<file path="config.mk">
export PLATFORM = sky130hd
export DESIGN_NAME = freq_select_sequencer
export DESIGN_NICKNAME = d
export VERILOG_FILES = /design/src/rtl/freq_select_sequencer.sv
export SDC_FILE = /design/constraint.sdc
export NUM_CORES = 1
export LEC_CHECK = 0
export CORE_MARGIN = 2
export CORE_UTILIZATION = 56
export CTS_CLUSTER_DIAMETER = 50
export CTS_CLUSTER_SIZE = 24
export DETAILED_ROUTE_END_ITERATION = 10
export PLACE_DENSITY = 0.81
export SYNTH_ARGS = -nofsm -noshare
export SYNTH_HDL_FRONTEND = slang
export SYNTH_SLANG_ARGS = --single-unit
</file>
<file path="constraint.sdc">
create_clock -name clk_i -period 2.75 [get_ports clk_i]
set_clock_uncertainty 0.1 [all_clocks]
set_input_delay 0.6875 -clock clk_i [delete_from_list [all_inputs] [get_ports clk_i]]
set_output_delay 0.6875 -clock clk_i [all_outputs]
set_load 0.05 [all_outputs]
</file>
<file path="src/rtl/freq_select_sequencer.sv">
// Sweeps per-channel oscillator select values one channel per cycle whenever the
// base step, chase phase, pattern mode or enable changes.
module freq_select_sequencer #(
    parameter int WIDTH      = 8,
    parameter int FREQ_STEPS = 16,
    parameter int INIT_STEP  = 0,
    localparam int SEL_WIDTH = $clog2(FREQ_STEPS)
) (
    input  logic                         clk_i,
    input  logic                         arstn_i,
    input  logic                         en_i,
    input  logic                         tick_i,
    input  logic [1:0]                   mode_i,
    input  logic                         step_up_i,
    input  logic                         step_dwn_i,
    output logic [WIDTH-1:0]             set_o,
    output logic [WIDTH*SEL_WIDTH-1:0]   select_o,
    output logic                         busy_o,
    output logic [SEL_WIDTH-1:0]         base_o
);

    localparam int IDX_W = $clog2(WIDTH);
    localparam int CW    = IDX_W + 1;                 // idx counts to WIDTH
    localparam int RW    = SEL_WIDTH + IDX_W + 1;
    localparam logic [SEL_WIDTH-1:0] MAX_STEP  = SEL_WIDTH'(FREQ_STEPS - 1);
    localparam logic [SEL_WIDTH-1:0] INIT_SEL  = SEL_WIDTH'(INIT_STEP);

    typedef enum logic [0:0] {IDLE, SWEEP} state_t;

    state_t                       state_q, state_d;
    logic [SEL_WIDTH-1:0]         base_q, base_d;
    logic [IDX_W-1:0]             phase_q, phase_d;
    logic                         pending_q, pending_d;
    logic                         en_q;
    logic [1:0]                   mode_q;
    logic [SEL_WIDTH-1:0]         snap_base_q, snap_base_d;
    logic [1:0]                   snap_mode_q, snap_mode_d;
    logic [IDX_W-1:0]             snap_phase_q, snap_phase_d;
    logic [CW-1:0]                idx_q, idx_d;
    logic [WIDTH-1:0]             set_q, set_d;
    logic [WIDTH*SEL_WIDTH-1:0]   sel_q, sel_d;
    logic                         ev;

    function automatic logic [SEL_WIDTH-1:0] slice_f(input logic [SEL_WIDTH-1:0] b,
                                                     input logic [1:0]           m,
                                                     input logic [IDX_W-1:0]     p,
                                                     input logic [CW-1:0]        k);
        logic [RW-1:0] sum;
        sum = RW'(b) + RW'(k);
        case (m)
            2'b00:   slice_f = b;
            2'b01:   slice_f = (sum > RW'(FREQ_STEPS - 1)) ? MAX_STEP : sum[SEL_WIDTH-1:0];
            2'b10:   slice_f = (RW'(b) >= RW'(k)) ? SEL_WIDTH'(RW'(b) - RW'(k)) : '0;
            default: slice_f = (k == CW'(p)) ? b : '0;
        endcase
    endfunction

    always_comb begin
        state_d      = state_q;
        base_d       = base_q;
        phase_d      = phase_q;
        pending_d    = pending_q;
        idx_d        = idx_q;
        snap_base_d  = snap_base_q;
        snap_mode_d  = snap_mode_q;
        snap_phase_d = snap_phase_q;
        set_d        = '0;
        sel_d        = sel_q;
        ev           = 1'b0;
        if (!en_i) begin
            state_d   = IDLE;
            pending_d = 1'b0;
            phase_d   = '0;
        end else begin
            if (step_up_i && !step_dwn_i && base_q != MAX_STEP) begin
                base_d = base_q + 1'b1;
                ev     = 1'b1;
            end
            if (step_dwn_i && !step_up_i && base_q != '0) begin
                base_d = base_q - 1'b1;
                ev     = 1'b1;
            end
            if (tick_i && mode_i == 2'b11) begin
                phase_d = (phase_q == IDX_W'(WIDTH - 1)) ? '0 : phase_q + 1'b1;
                ev      = 1'b1;
            end
            if (mode_i != mode_q || !en_q) ev = 1'b1;

            case (state_q)
                IDLE: begin
                    if (pending_q) begin
                        // Channel 0 is written on the start edge straight from the
                        // live registers, which equal the snapshot being taken.
                        state_d      = SWEEP;
                        pending_d    = 1'b0;
                        snap_base_d  = base_q;
                        snap_mode_d  = mode_q;
                        snap_phase_d = phase_q;
                        set_d[0]     = 1'b1;
                        sel_d[0 +: SEL_WIDTH] = slice_f(base_q, mode_q, phase_q, '0);
                        idx_d        = CW'(1);
                    end
                end
                SWEEP: begin
                    if (idx_q == CW'(WIDTH)) begin
                        state_d = IDLE;
                    end else begin
                        for (int k = 0; k < WIDTH; k++) begin
                            if (idx_q == CW'(k)) begin
                                set_d[k] = 1'b1;
                                sel_d[k*SEL_WIDTH +: SEL_WIDTH] =
                                    slice_f(snap_base_q, snap_mode_q, snap_phase_q, CW'(k));
                            end
                        end
                        idx_d = idx_q + 1'b1;
                    end
                end
                default: state_d = IDLE;
            endcase
            // A new event always survives, even on the edge that starts a sweep.
            if (ev) pending_d = 1'b1;
        end
    end

    always_ff @(posedge clk_i or negedge arstn_i) begin
        if (!arstn_i) begin
            state_q      <= IDLE;
            base_q       <= INIT_SEL;
            phase_q      <= '0;
            pending_q    <= 1'b0;
            en_q         <= 1'b0;
            mode_q       <= 2'b00;
            snap_base_q  <= INIT_SEL;
            snap_mode_q  <= 2'b00;
            snap_phase_q <= '0;
            idx_q        <= '0;
            set_q        <= '0;
            sel_q        <= {WIDTH{INIT_SEL}};
        end else begin
            state_q      <= state_d;
            base_q       <= base_d;
            phase_q      <= phase_d;
            pending_q    <= pending_d;
            en_q         <= en_i;
            mode_q       <= mode_i;
            snap_base_q  <= snap_base_d;
            snap_mode_q  <= snap_mode_d;
            snap_phase_q <= snap_phase_d;
            idx_q        <= idx_d;
            set_q        <= set_d;
            sel_q        <= sel_d;
        end
    end

    assign set_o    = set_q;
    assign select_o = sel_q;
    assign busy_o   = (state_q == SWEEP);
    assign base_o   = base_q;

endmodule

</file>
Word-level counts from Yosys, hierarchy flattened
Index checks and enable logic that the tools add are counted.

Reduce and logical (&&, ||, !) cells: 29. Bitwise operators: 2. Magnitude comparators: 16. Add/sub/neg operators: 18. Equal/unequal tests: 28. Divide/modulo/power cells: 0. Multipliers: 0. Muxes and demuxes: 70. Shifts and indexed selects: 0.

Operators with widths (count): two-way mux 4 bit (32); one-hot mux 4 bit (3 select lines) (7); > comparator 5 x 4 -> 1 bit, second input constant (7); one-hot mux 4 bit (2 select lines) (4); AND reduction 4 bit (8); adder 4 x 3 -> 5 bit, second input constant (4); two-way mux 1 bit (19); equality test 4 x 3 -> 1 bit, second input constant (4); >= comparator 4 x 3 -> 1 bit, second input constant (4); two-way mux 8 bit (2); subtractor 4 x 3 -> 4 bit, second input constant (4); equality test 3 bit, first input constant (4); adder 4 x 2 -> 5 bit, second input constant (2); two-way mux 3 bit (3); adder 4 x 1 -> 4 bit, second input constant (2); equality test 4 x 2 -> 1 bit, second input constant (2); >= comparator 4 x 2 -> 1 bit, second input constant (2); > comparator 4 bit, second input constant (2); subtractor 4 x 1 -> 4 bit, second input constant (2); subtractor 4 x 2 -> 4 bit, second input constant (2); two-way mux 7 bit (1); equality test 2 bit, second input constant (3); equality test 2 x 3 -> 1 bit, first input constant (2); logical NOT 3 bit (2); other kinds (25) (39).

Output and inout bits: 45. Bits in latches: 0. ROM bits: 0. Input port bits: 8. Bits in writable memories: 0. Register bits: 65. Logic and storage cells: 182. Memories: 0.

Logic depth before layout (Yosys ltp)
Depth after elaboration: 10. Mapped depth: 8. Depth with buffers taken out: 8.

Worst setup path after synthesis
No wires, ideal clock.

Path kind: register to register. Start: reg base_q[0] (netlist: base_o[0]). End: reg base_q[3] (netlist: base_o[3]). Arrival time: 2.330 ns. Stages on the path, launching flop included: 9. Setup time: 0.082 ns. Path buffers: 0. Path slack: 0.237 ns. Path through: dfrtp_1 -> or4_1 -> nand2_1 -> inv_1 -> ha_1 -> a21o_1 -> a21oi_1 -> mux2i_1 -> xor2_1.

Cells in the longest elaborated chain, start to end: 4.

Ends and longest elaborated chain: start: declaration (RTL line 31) `logic [SEL_WIDTH-1:0] base_q, base_d;`; start signal: assignment (RTL line 141) `base_q <= base_d;`; parallel branches: the longest is 4 deep, another holds adder 4 x 1 -> 4 bit.

Several ways; the timed one is not identified. The select of a mux whose other input is x is not followed. A chain may end at the register's enable or synchronous reset.

Final worst setup path
Start: reg state_q (netlist: busy_o). End: out busy_o.

RTL lines: start: declaration (RTL line 30) `state_t state_q, state_d;`; start signal: assignment (RTL line 140) `state_q <= state_d;`; end: declaration (RTL line 18) `output logic busy_o,`.

No word-level cell between the ends.

==> impl_metrics.ini <==
[clock_tree]
cts_root_buf = clkbuf_8
h-tree-depth = 3
clock_latency_ns = 0.36
clock-sinks = 65
clock_path_buffers = 2
cts_buffers = 9
cts.clk_slew.worst_paths_ns = 0.08
cts_hold_buf = 0
tritoncts = built
post_cts_resized = 0
post_cts_buffers = 0

[min_path]
min_path_type = in2async

[synthesis]
synthFlopType = dfrtp_1
ys_types = 67
ys_async_sr_fraction_pct = 100
synth_edf_count = 0
synthCells = 461
yosys.area.top_type = dfrtp_1
synth.net_count = 494
syn_avg_cell_area_um2 = 9.06
ys_seq_area_share_pct = 39.0
syn_area_um2 = 4180
synth_top_cell_area_share_pct = 39.0
ys_seq_elements = 65
synth_warnings = 0
synth.area.top_cells = dfrtp_1 39%, ha_1 7.2%, a21oi_1 3.8%

[setup_path]
arrival_ns = 1.79
reg2reg_slack_ns = 0.35
cp-end-kind = primary output
path_cells = clkdlybuf4s50_1
start_kind = flop
criticalPathCategory = reg2out
crit_family = buffers and inverters
rr_worst_depth = 6
cp_max_fo = 11
crit_buf_inv = 1
r2r-end = select_o[9]$_DFFE_PN0P_
max_stage_delay_ns = 0.87
rr_startpoint = snap_base_q[1]$_DFFE_PN0P_
cp.required_ns = 1.96
critPathSlowestCell = clkdlybuf4s50_1

[timing]
fin_crit_sh_pct = 93.8
hold_viol_final = 0
worstMarginPinSlew_ns = 0.637
slew_viol_final = 0
max_freq_mhz = 388
rsz0062_at_grt = false
fin_crit_ns = 2.58
setup_viol_count_final = 0
tns_ns = 0
max_slew_margin_pct = 57.6

[route]
firstDrtPassIters = 7
wirelength_met1_um = 4760
avgRoutedWirePerCell_um = 19.4
detail-route-antenna-nets = 0
wirelength_um = 11900
drt_iter0_markers = 471
wl_met3_um = 923
drcViolationCount = 0
vias = 3925
top_layer_used = met4
met2_length_um = 5700
vias_per_cell = 6.39

[flow_run]
max_cap_viol_count = 0

[final_layout]
final_nets = 543
fillCellCount = 619
multi_input_area_um2 = 2320
area_delta_synth_final_pct = 20.4
finish.instance_area_um2 = 5030
seqCellArea_um2 = 1630
diodes = 0
layout-drive-gt1-share_pct = 11.3

[floorplanning]
die_area_um2 = 8160
initial_core_util_pct = 57.6
pin_count = 53
dieWidth_um = 90.3
core_um2 = 7250
die_y_um = 90.3
row_count = 31

[placement]
place.gp.congestion = 1.01
hpwl_um = 8490
port_buffers = 52
post_dp_cell_area_um2 = 4820

[pwr]
ir_drop_uv = 888
powerDensity_nw_per_um2 = 1170
leakagePower_nw = 2.14

[outcome]
status = finished clean

[global_route]
antenna_found_initial = 0
grt_overflow = 0
grt_pass1_vias = 3888
grt_start_max_net_pins = 43
grt_pass1_wl_um = 19700
grtUsageTotal_pct = 30.4
-- logic make-up (layout without fill, tap and decap cells) --
logic type                 count (synthesis)  in the layout  synth area share, %
AOI/OAI and AO/OA                        144            144                 22.8
DFF                                       65             65                 39.0
and+or+nand+nor                          141            141                 17.8
muxes                                     18             18                 4.70
xor gates and xnor gates                  12             12                 2.52
adders and majority gates                 25             25                 7.67
buffers and inverters                     56            110                 5.54
-- sequential cells by signal, indices dropped and copies added (netlist names) --
name	cells
select_o	32
set_o	8
base_o	4
idx_q	4
snap_base_q	4
phase_q	3
snap_phase_q	3
mode_q	2
snap_mode_q	2
busy_o	1
en_q	1
pending_q	1
-- cells in the mapped netlist (all sizes together) (5+ instances only) --
library cell / count
ha: 24
nand3: 12
inv: 21
nor2b: 13
mux2i: 5
o31ai: 6
a22oi: 5
nand2: 31
mux2: 13
xnor2: 7
nor2: 28
xor2: 5
a21oi: 32
dfrtp: 65
o21ai: 31
a31oi: 19
nor3: 13
clkbuf: 19
buf: 14
nand3b: 6
nand2b: 9
-- how the worst max path moves through the flow --
stage / from / to / slack [ns] / cells past startpoint
after detailed placement: step_dwn_i / base_o[3]$_DFFE_PN0P_ / 0.05 / 9
after floorplan: base_o[0]$_DFFE_PN0P_ / base_o[3]$_DFFE_PN0P_ / 0.24 / 8
after CTS: busy_o$_DFF_PN0_ / busy_o / 0.16 / 1
after global placement: step_dwn_i / base_o[3]$_DFFE_PN0P_ / 0.17 / 9
after global routing: busy_o$_DFF_PN0_ / busy_o / 0.10 / 1
final: busy_o$_DFF_PN0_ / busy_o / 0.17 / 1
-- report_power, final --
part	total [mW]	internal, mW	switching [mW]
Clock	0.847	0.426	0.421
Combinational	3.55	1.25	2.30
Sequential	1.47	1.22	0.249
-- through the flow --
step | cells | hold WS, ns | power (mW) | worst slack [ns] | util, %
after CTS | 614 | 0.225 | 5.82 | 0.157 | 69.3
after global routing | 614 | 0.251 | 6.19 | 0.101 | 69.3
after detailed placement | 598 | 0.376 | 4.96 | 0.0535 | 66.5
after floorplan | 461 | 0.292 | 3.87 | 0.237 | -
final | 614 | 0.208 | 5.87 | 0.170 | 69.3
after global placement | 598 | 0.369 | 4.91 | 0.165 | 66.5
-- cell usage in the layout (no fill, tap or decap), types with 9 or more instances in the layout --
cell / netlist / routed
nor2_1: 28 / 28
clkdlybuf4s50_1: 0 / 51
ha_1: 24 / 24
nand2b_1: 9 / 9
a31oi_1: 19 / 19
nor3_1: 12 / 12
inv_1: 20 / 20
a21oi_1: 32 / 32
buf_4: 0 / 18
clkbuf_8: 0 / 9
dfrtp_1: 65 / 65
mux2_2: 13 / 13
o21ai_0: 30 / 30
nand2_1: 31 / 31
nand3_1: 12 / 12
nor2b_1: 13 / 13
-- area by class of cell --
| type | count | area share (%) |
|---|---|---|
| clock inverters | 7 | 1.54 |
| multi-input cells | 340 | 46.1 |
| clock buffers | 9 | 2.46 |
| well taps | 99 | 2.46 |
| repair buffers | 71 | 13.3 |
| inverters | 23 | 1.72 |
| flip-flops and latches | 65 | 32.4 |
-- layer usage --
| metal | vias up | track usage, % |
|---|---|---|
| met5 | - | 0 |
| li1 | 1797 | - |
| met4 | 0 | 17.1 |
| met3 | 47 | 5.18 |
| met1 | 1874 | 38.5 |
| met2 | 207 | 49.7 |
Power figures use the tool's default switching activity.
